==> src/rtl/bus_demultiplexer_2_if.sv <==
// Bus bundle for the buffered 1-to-2 demultiplexer: one producer-side input
// port and two consumer-side output channels, each with valid/ready.
interface bus_demultiplexer_2_if #(
    parameter int NrOfBits = 1
);
    logic [NrOfBits-1:0] DemuxIn;
    logic                DemuxIn_Valid;
    logic                DemuxIn_Ready;
    logic                Sel;

    logic [NrOfBits-1:0] DemuxOut_0;
    logic                DemuxOut_0_Valid;
    logic                DemuxOut_0_Ready;

    logic [NrOfBits-1:0] DemuxOut_1;
    logic                DemuxOut_1_Valid;
    logic                DemuxOut_1_Ready;

    // Environment side: drives the input word and the consumer readies.
    modport master (
        output DemuxIn, DemuxIn_Valid, Sel, DemuxOut_0_Ready, DemuxOut_1_Ready,
        input  DemuxIn_Ready, DemuxOut_0, DemuxOut_0_Valid, DemuxOut_1, DemuxOut_1_Valid
    );

    // Demultiplexer side.
    modport slave (
        input  DemuxIn, DemuxIn_Valid, Sel, DemuxOut_0_Ready, DemuxOut_1_Ready,
        output DemuxIn_Ready, DemuxOut_0, DemuxOut_0_Valid, DemuxOut_1, DemuxOut_1_Valid
    );
endinterface

==> src/rtl/bus_demultiplexer_2.sv <==
// Buffered 1-to-2 bus demultiplexer with a 2-entry FIFO per output channel.
// Optional macro DEMUX_BYPASS_EN adds a 0-cycle path into an empty, ready channel.
module bus_demultiplexer_2 #(
    parameter int NrOfBits = 1
) (
    input  logic                  Clock,
    input  logic                  Reset_n,
    input  logic                  Enable,
    bus_demultiplexer_2_if.slave  bus
);

    logic [1:0]          count      [2];
    logic                push       [2];
    logic                out_ready  [2];
    logic                out_valid  [2];
    logic [NrOfBits-1:0] out_data   [2];
    logic [1:0]          sel_count;
    logic                in_ready;

    // Fullness check uses the registered count only, so there is no
    // combinational path from a consumer's ready back to DemuxIn_Ready.
    assign sel_count = bus.Sel ? count[1] : count[0];
    assign in_ready  = Enable & (sel_count < 2'd2);

    assign bus.DemuxIn_Ready    = in_ready;
    assign out_ready[0]         = bus.DemuxOut_0_Ready;
    assign out_ready[1]         = bus.DemuxOut_1_Ready;
    assign bus.DemuxOut_0       = out_data[0];
    assign bus.DemuxOut_0_Valid = out_valid[0];
    assign bus.DemuxOut_1       = out_data[1];
    assign bus.DemuxOut_1_Valid = out_valid[1];

    genvar gi;
    generate
        for (gi = 0; gi < 2; gi++) begin : g_ch
            logic [NrOfBits-1:0] mem_q [2];
            logic [1:0]          count_q, count_d;
            logic                wr_ptr_q, wr_ptr_d;
            logic                rd_ptr_q, rd_ptr_d;
            logic                selected;
            logic                stored_valid;
            logic                bypass;
            logic                pop;
            logic [NrOfBits-1:0] head;

            assign selected     = (gi == 1) ? bus.Sel : ~bus.Sel;
            assign stored_valid = Enable & (count_q != 2'd0);
            assign head         = mem_q[rd_ptr_q];

`ifdef DEMUX_BYPASS_EN
            // Empty channel with a ready consumer: hand the word straight through.
            assign bypass = Enable & bus.DemuxIn_Valid & selected &
                            (count_q == 2'd0) & out_ready[gi];
`else
            assign bypass = 1'b0;
`endif

            assign push[gi]  = bus.DemuxIn_Valid & in_ready & selected & ~bypass;
            assign pop       = stored_valid & out_ready[gi];
            assign count[gi] = count_q;

            always_comb begin
                count_d  = count_q;
                wr_ptr_d = wr_ptr_q;
                rd_ptr_d = rd_ptr_q;
                if (push[gi]) wr_ptr_d = ~wr_ptr_q;
                if (pop)      rd_ptr_d = ~rd_ptr_q;
                case ({push[gi], pop})
                    2'b10:   count_d = count_q + 2'd1;
                    2'b01:   count_d = count_q - 2'd1;
                    default: count_d = count_q;
                endcase
            end

            always_comb begin
                out_valid[gi] = stored_valid | bypass;
                out_data[gi]  = '0;
                if (stored_valid)
                    out_data[gi] = head;
                else if (bypass)
                    out_data[gi] = bus.DemuxIn;
            end

            always_ff @(posedge Clock or negedge Reset_n) begin
                if (!Reset_n) begin
                    count_q  <= 2'd0;
                    wr_ptr_q <= 1'b0;
                    rd_ptr_q <= 1'b0;
                end else begin
                    count_q  <= count_d;
                    wr_ptr_q <= wr_ptr_d;
                    rd_ptr_q <= rd_ptr_d;
                end
            end

            // Storage needs no reset: a zero count masks stale entries.
            always_ff @(posedge Clock) begin
                if (push[gi])
                    mem_q[wr_ptr_q] <= bus.DemuxIn;
            end
        end
    endgenerate

endmodule

==> src/flat_wrapper.sv <==
// flat-port wrapper written by rule: the top's interface ports become plain ports
module bus_demultiplexer_2_flat 
#(
    parameter int NrOfBits = 1
)
  (Clock, Reset_n, Enable, bus_DemuxIn, bus_DemuxIn_Valid, bus_Sel, bus_DemuxOut_0_Ready, bus_DemuxOut_1_Ready, bus_DemuxIn_Ready, bus_DemuxOut_0, bus_DemuxOut_0_Valid, bus_DemuxOut_1, bus_DemuxOut_1_Valid);
  bus_demultiplexer_2_if #(.NrOfBits(NrOfBits)) bus_i ();
  input  logic Clock;
  input  logic Reset_n;
  input  logic Enable;
  input wire logic [$bits(bus_i.DemuxIn)-1:0] bus_DemuxIn;
  input wire logic [$bits(bus_i.DemuxIn_Valid)-1:0] bus_DemuxIn_Valid;
  input wire logic [$bits(bus_i.Sel)-1:0] bus_Sel;
  input wire logic [$bits(bus_i.DemuxOut_0_Ready)-1:0] bus_DemuxOut_0_Ready;
  input wire logic [$bits(bus_i.DemuxOut_1_Ready)-1:0] bus_DemuxOut_1_Ready;
  output wire logic [$bits(bus_i.DemuxIn_Ready)-1:0] bus_DemuxIn_Ready;
  output wire logic [$bits(bus_i.DemuxOut_0)-1:0] bus_DemuxOut_0;
  output wire logic [$bits(bus_i.DemuxOut_0_Valid)-1:0] bus_DemuxOut_0_Valid;
  output wire logic [$bits(bus_i.DemuxOut_1)-1:0] bus_DemuxOut_1;
  output wire logic [$bits(bus_i.DemuxOut_1_Valid)-1:0] bus_DemuxOut_1_Valid;
  assign bus_i.DemuxIn = bus_DemuxIn;
  assign bus_i.DemuxIn_Valid = bus_DemuxIn_Valid;
  assign bus_i.Sel = bus_Sel;
  assign bus_i.DemuxOut_0_Ready = bus_DemuxOut_0_Ready;
  assign bus_i.DemuxOut_1_Ready = bus_DemuxOut_1_Ready;
  assign bus_DemuxIn_Ready = bus_i.DemuxIn_Ready;
  assign bus_DemuxOut_0 = bus_i.DemuxOut_0;
  assign bus_DemuxOut_0_Valid = bus_i.DemuxOut_0_Valid;
  assign bus_DemuxOut_1 = bus_i.DemuxOut_1;
  assign bus_DemuxOut_1_Valid = bus_i.DemuxOut_1_Valid;
  bus_demultiplexer_2 #(.NrOfBits(NrOfBits)) u_core (.Clock(Clock), .Reset_n(Reset_n), .Enable(Enable), .bus(bus_i));
endmodule
==> config.mk <==
export PLATFORM = sky130hd
export DESIGN_NAME = bus_demultiplexer_2_flat
export DESIGN_NICKNAME = d
export VERILOG_FILES = /design/src/rtl/bus_demultiplexer_2_if.sv /design/src/rtl/bus_demultiplexer_2.sv /design/src/flat_wrapper.sv
export SDC_FILE = /design/constraint.sdc
export NUM_CORES = 1
export LEC_CHECK = 0
export BUFFER_PORTS_ARGS = -buffer_cell sky130_fd_sc_hd__buf_2
export CAP_MARGIN = 20
export CORE_AREA = 2 2 39 41
export CTS_CLUSTER_DIAMETER = 60
export DETAILED_ROUTE_END_ITERATION = 8
export DIE_AREA = 0 0 41 43
export PLACE_DENSITY = 0.79
export SLEW_MARGIN = 20
export SYNTH_ARGS = -nofsm -noshare
export SYNTH_HDL_FRONTEND = slang
export SYNTH_SLANG_ARGS = --single-unit
==> constraint.sdc <==
create_clock -name Clock -period 1.45 [get_ports Clock]
set_input_delay 0.0725 -clock Clock [delete_from_list [all_inputs] [get_ports Clock]]
set_output_delay 0.0725 -clock Clock [all_outputs]
set_load 0.05 [all_outputs]
==> metrics, run 1 <==
status finished, final reports clean; Distinct cells, synth 15; slew of the pin with the lowest slew margin ~0.25 ns; largest net degree at the start of global routing 9; DRT Wirelength 915 um; VDD IR max around 1 mV; Final min period around 1.4 ns; arrival time at the worst endpoint about 1.6 ns; Worst-Skew Late Latency approximately 0.27 ns; final net count slightly below 80; Ys Warns 0; multi-input logic area about 310 um2; DRT antenna net count 0; number of port buffers 12; clk root buf clkbuf_4; overall power around 1.5 mW; final hold viol count 0; Crit path required time around 1.6 ns; Crit. End Element flip-flop; total track usage between 10% and 20%; storage element area 320 um2; TNS Setup 0 ns; Starting Density between 40% and 50%; Max Cap Violations 0; Max clock buf depth 2; Max Fclk between 700 and 800 MHz; Mapped Area slightly below 600 um2; Max FO, Critical Path 4; core area ~0.0014 mm2; Die Wd about 40 um; Area growth syn-to-layout 38.1%; RSZ-0062 raised after global routing true; Ant. Diodes 0; initial antenna violation count 0; Hold Crit Class primary input to flip-flop; startpoint types flip-flop; fin. max-slew vios 0; clk slew on worst S/H paths ~0.070 ns; Post-Place Setup Slack 0.00666 ns; share of the clock period used by the worst path a little over nine tenths; Setup WS post-layout between 0.06 and 0.07 ns; vias per inst approximately 4.5; first-pass GRT wire length 1500 um; fillers 116; row count 14; # IOs 13; wire per inst roughly 11 um; register area share after synthesis between 50 and 60%; Yosys reg bits 12; Via Count around 370; total CTS buffers 3; CTS tree built; full die area about 0.0018 mm2; normalized max-slew margin a little over four fifths; final setup vio count 0; hold_ws 0.0156 ns; clock sinks 12; kind of critical path flip-flop to flip-flop; number of cells produced by synthesis 44; Detailed Place HPWL 716 um; global route overflow 0; DRC 0; RePlAce Congestion between 0.6 and 0.7; leakage power figure ~0.36 nW; PwrDens ~1900 mW/mm2; Pre-Repair DR Iteration Count 3; drt initial violations 2; Post-Syn Area per Cell 13.2 um2; die height 43 um; share of cells above drive strength 1 between 50% and 60%; Mapped Nets 54; Final Skew approximately 0.0032 ns; vias in the first global route roughly 370; H-tree Lvls 1
-- final timing paths --
| check | start | to | slack (ns) | cells past startpoint |
|---|---|---|---|---|
| hold reg to reg | u_core.g_ch[0].wr_ptr_q | u_core.g_ch[0].wr_ptr_q | 0.49 | 1 |
| min in group asynchronous | Reset_n | u_core.g_ch[0].count_q[0] | 0.17 | 2 |
| setup reg to reg | u_core.g_ch[1].count_q[1] | u_core.g_ch[1].count_q[1] | 0.06 | 6 |
| max in group asynchronous | Reset_n | u_core.g_ch[1].wr_ptr_q | 1.11 | 2 |
| setup / recovery | u_core.g_ch[1].count_q[1] | u_core.g_ch[1].count_q[1] | 0.06 | 6 |
| hold / removal | bus_DemuxIn | u_core.g_ch[1].mem_q[0] | 0.02 | 1 |
-- placed cells by master (no fill, tap or decap) --
cell type | netlist | layout
and2_4 | 2 | 2
inv_1 | 2 | 2
xor2_2 | 2 | 2
xnor2_2 | 0 | 2
ha_4 | 0 | 2
xor2_1 | 2 | 2
and2_1 | 1 | 1
nand4bb_1 | 1 | 1
nor2_1 | 6 | 5
o21a_4 | 0 | 2
dfrtp_1 | 8 | 8
mux2i_1 | 3 | 3
dlygate4sd3_1 | 0 | 1
nor2b_2 | 0 | 2
clkbuf_4 | 0 | 3
nor2_2 | 0 | 1
xnor2_1 | 6 | 4
buf_2 | 0 | 12
nand4b_1 | 1 | 1
clkinv_1 | 0 | 1
buf_4 | 0 | 6
edfxtp_1 | 4 | 4
-- cell families after synthesis --
| kind of cell | Yosys count | share of synthesized area, % |
|---|---|---|
| mux | 3 | 5.16 |
| buf+inv | 2 | 1.29 |
| flops | 12 | 55.1 |
| fa+ha+maj | 2 | 4.30 |
| simple gates | 13 | 13.5 |
| compound gates | 2 | 3.01 |
| xor+xnor | 10 | 17.6 |
-- sequential cells by signal, indices dropped and copies added, names as in the netlist --
name                  cells
u_core.g_ch.rd_ptr_q      2
u_core.g_ch.count_q       4
u_core.g_ch.wr_ptr_q      2
u_core.g_ch.mem_q         4
-- power breakdown --
part / switching [mW] / internal [mW]
registers: 0.119 / 0.477
logic: 0.346 / 0.361
clock network: 0.107 / 0.0997
-- metrics by stage --
| stage | cell area (um2) | utilization, % | cells |
|---|---|---|---|
| 3_5_place_dp | 734 | 53.1 | 76 |
| 5_1_grt | 803 | 58.0 | 83 |
| 2_1_floorplan | 624 | - | 44 |
| 4_1_cts | 778 | 56.2 | 82 |
| 3_3_place_gp | 734 | 53.1 | 76 |
| 6_report | 803 | 58.0 | 83 |
-- repair_timing --
item                                    CTS  global route
resized for setup                         0             3
endpoints found under the hold margin     8             0
setup buffers                             1             1
endpoints found under the setup margin    1             2
hold buffers                              1             0
pin swaps                                 0             6
-- routing by layer --
layer  GRT usage [%]  routed length, um  up-vias
met4            10.0                 21        0
met5               0                  0        -
li1                -                  -      191
met1            15.2                364      169
met3            7.85                 63        2
met2            19.1                465       10
-- final cells by class --
type	count	area share, %
Tap cell	16	2.49
Multi-Input combinational cell	30	39.1
Clock buffer	3	2.80
Inverter	2	0.935
Clock inverter	1	0.467
Sequential cell	12	39.9
Timing Repair Buffer	19	14.3
-- cell usage after synthesis --
| cell | count | share of area (%) |
|---|---|---|
| inv_1 | 2 | 1.3 |
| ha_1 | 2 | 4.3 |
| dfrtp_1 | 8 | 34 |
| o21a_2 | 2 | 3.0 |
| xnor2_1 | 6 | 9.0 |
| edfxtp_1 | 4 | 21 |
| xor2_1 | 2 | 3.0 |
| xor2_2 | 2 | 5.6 |
| mux2i_1 | 3 | 5.2 |
| and2_4 | 2 | 3.0 |
| nor2_1 | 6 | 3.9 |
| and2_1 | 1 | 1.1 |
| nand4bb_1 | 1 | 1.9 |
| nand4b_1 | 1 | 1.5 |
| nor2b_1 | 2 | 2.2 |
-- critical path, cell delays in order (launching register included) --
cell and delay (ns):
dfrtp_1 0.42, o21a_4 0.23, and2_4 0.14, ha_4 0.16, xnor2_2 0.11, nor2_1 0.06
xor2_1 0.15
(Power assumes the default switching activity.)
==> run 2: changes to the inputs <==
--- a/config.mk
+++ b/config.mk
@@ -8,10 +8,10 @@
 export BUFFER_PORTS_ARGS = -buffer_cell sky130_fd_sc_hd__buf_2
 export CAP_MARGIN = 20
 export CORE_AREA = 2 2 39 41
-export CTS_CLUSTER_DIAMETER = 60
 export DETAILED_ROUTE_END_ITERATION = 8
 export DIE_AREA = 0 0 41 43
 export PLACE_DENSITY = 0.79
+export REMOVE_ABC_BUFFERS = 1
 export SLEW_MARGIN = 20
 export SYNTH_ARGS = -nofsm -noshare
 export SYNTH_HDL_FRONTEND = slang
==> metrics, run 2 (synthesis results as in run 1) <==
status finished, final reports clean; Buf/Inv on CP 1; share of cells above drive strength 1 54.9%; final net count between 80 and 90; Final Util about three fifths; first-pass GRT wire length roughly 1600 um; final hold viol count 0; slew of the pin with the lowest slew margin about 0.25 ns; global route overflow 0; vias per inst 4.54; hold_ws approximately 0.020 ns; net switching share of the total power between 30% and 40%; Net Switching approximately 0.6 mW; DRT Wirelength 992 um; initial antenna violation count 0; full die area between 0.0015 and 0.002 mm2; die height approximately 43 um; vias in the first global route between 300 and 400; Max clock buf depth 2; Ant. Diodes 0; Worst-Skew Late Latency between 0.2 and 0.3 ns; drt initial violations 3; cell with the largest stage delay on the worst path dfrtp_1; fin. max-slew vios 0; Crit. End Element flip-flop; Pre-Repair DR Iteration Count 3; Max Fclk about 700 MHz; DRT antenna net count 0; clock sinks 12; H-tree Lvls 1; Clock power frac around 16%; Hold Crit Class primary input to flip-flop; PwrDens 1960 mW/mm2; RSZ-0062 raised after global routing true; family with the most delay on the worst path flip-flops; Area growth syn-to-layout 45.6%; Largest regs u_core.g_ch.count_q (4), u_core.g_ch.mem_q (4); VDD IR max slightly below 0.9 mV; CP cell instances buf_6 > nand4b_1 > ha_4 > xnor2_2 > nor2_2 > xor2_1; normalized max-slew margin 83.3%; Final min period about 1.4 ns; commonest non-fill, non-tap cells in the layout 10 x buf_2, 10 x buf_4, 8 x dfrtp_1; Detailed Place HPWL 722 um; Starting Density between 40% and 50%; Crit path required time between 1.5 and 2 ns; wire per inst around 11 um; total CTS buffers 3; Max FO, Critical Path 3; Die Wd roughly 40 um; clk slew on worst S/H paths about 0.080 ns; Pint between 1 and 1.5 mW; core area between 0.001 and 0.0015 mm2; critical path's largest stage delay 0.39 ns; final setup vio count 0; share of the clock period used by the worst path between 90 and 100%; CTS tree built; Sequential Power Share between 30% and 40%; DRC 0; kind of critical path flip-flop to flip-flop; combinational share of power 49.6%; # IOs 13; Max Cap Violations 0; largest net degree at the start of global routing 9; row count 14; Final Skew 0.0123 ns; Via Count approximately 400; RePlAce Congestion between 0.6 and 0.7; arrival time at the worst endpoint ~1.6 ns; leakage power figure between 0.3 and 0.4 nW; startpoint types flip-flop; total track usage 14.5%; clk root buf clkbuf_4; number of port buffers 12
[run 2: changes by cell type in the layout (fill, tap and decap cells not counted), sizes merged]
cell / previous run / this run
buf: 18 / 22
clkbuf: 3 / 4
clkinv: 1 / 0
[run 2: timing repair]
| action | CTS | global route |
|---|---|---|
| pin swaps | 5 | 4 |
| gates cloned | 0 | 0 |
| setup buffers | 2 | 1 |
| hold endpoints to repair | 8 | 0 |
| gates resized for setup | 3 | 10 |
| setup endpoints to repair | 2 | 5 |
| hold buffers | 1 | 0 |
[run 2: path summary, 6_finish.rpt]
path | from | endpoint | slack (ns) | cells past startpoint
worst min register to register | u_core.g_ch[0].wr_ptr_q | u_core.g_ch[0].wr_ptr_q | 0.51 | 1
max in group asynchronous | Reset_n | u_core.g_ch[0].count_q[0] | 1.10 | 2
worst max-delay path | u_core.g_ch[1].count_q[1] | u_core.g_ch[1].count_q[1] | 0.02 | 6
worst max register to register | u_core.g_ch[1].count_q[1] | u_core.g_ch[1].count_q[1] | 0.02 | 6
min in group asynchronous | Reset_n | u_core.g_ch[1].rd_ptr_q | 0.16 | 2
worst min-delay path | bus_DemuxIn | u_core.g_ch[1].mem_q[1] | 0.02 | 1
[run 2: per-stage QoR]
stage	TNS (ns)	setup WS (ns)	instances	area, um2	power (mW)
2_1_floorplan	-0.435	-0.117	44	582	1.03
3_3_place_gp	0	0.0228	79	714	1.23
3_5_place_dp	-0.00313	-0.00313	79	714	1.25
4_1_cts	0	0.00324	86	788	1.58
5_1_grt	-0.0827	-0.0804	87	847	1.78
6_report	0	0.0195	87	847	1.66
[run 2: area by class of cell]
cell class              count  area [um2]
clock buffers               4        36.3
fillers                   108         537
inverters                   2        7.51
multi-input cells          30         305
flip-flops and latches     12         320
well taps                  16        20.0
repair buffers             23         158
[run 2: per-layer routing]
layer | global-route usage [%] | up-vias | wire [um]
met1 | 20.1 | 181 | 439
met3 | 4.71 | 2 | 33
met5 | 0 | - | 0
li1 | - | 202 | -
met4 | 10.0 | 0 | 14
met2 | 18.4 | 10 | 504
[run 2: worst register-to-register path: cells and delay by family, from the launching register on]
family / cells / cell delay (ns)
simple gates: 2 / 0.34
xor+xnor: 2 / 0.26
flops: 1 / 0.39
buf+inv: 1 / 0.13
fa+ha+maj: 1 / 0.23
[run 2: power groups by stage]
stage,Sequential [mW],Combinational [mW],Clock (mW)
global placement,0.577,0.650,0
finish,0.575,0.822,0.261
floorplan,0.590,0.439,0
detailed placement,0.579,0.667,0
CTS,0.574,0.730,0.272
global route,0.595,0.891,0.291
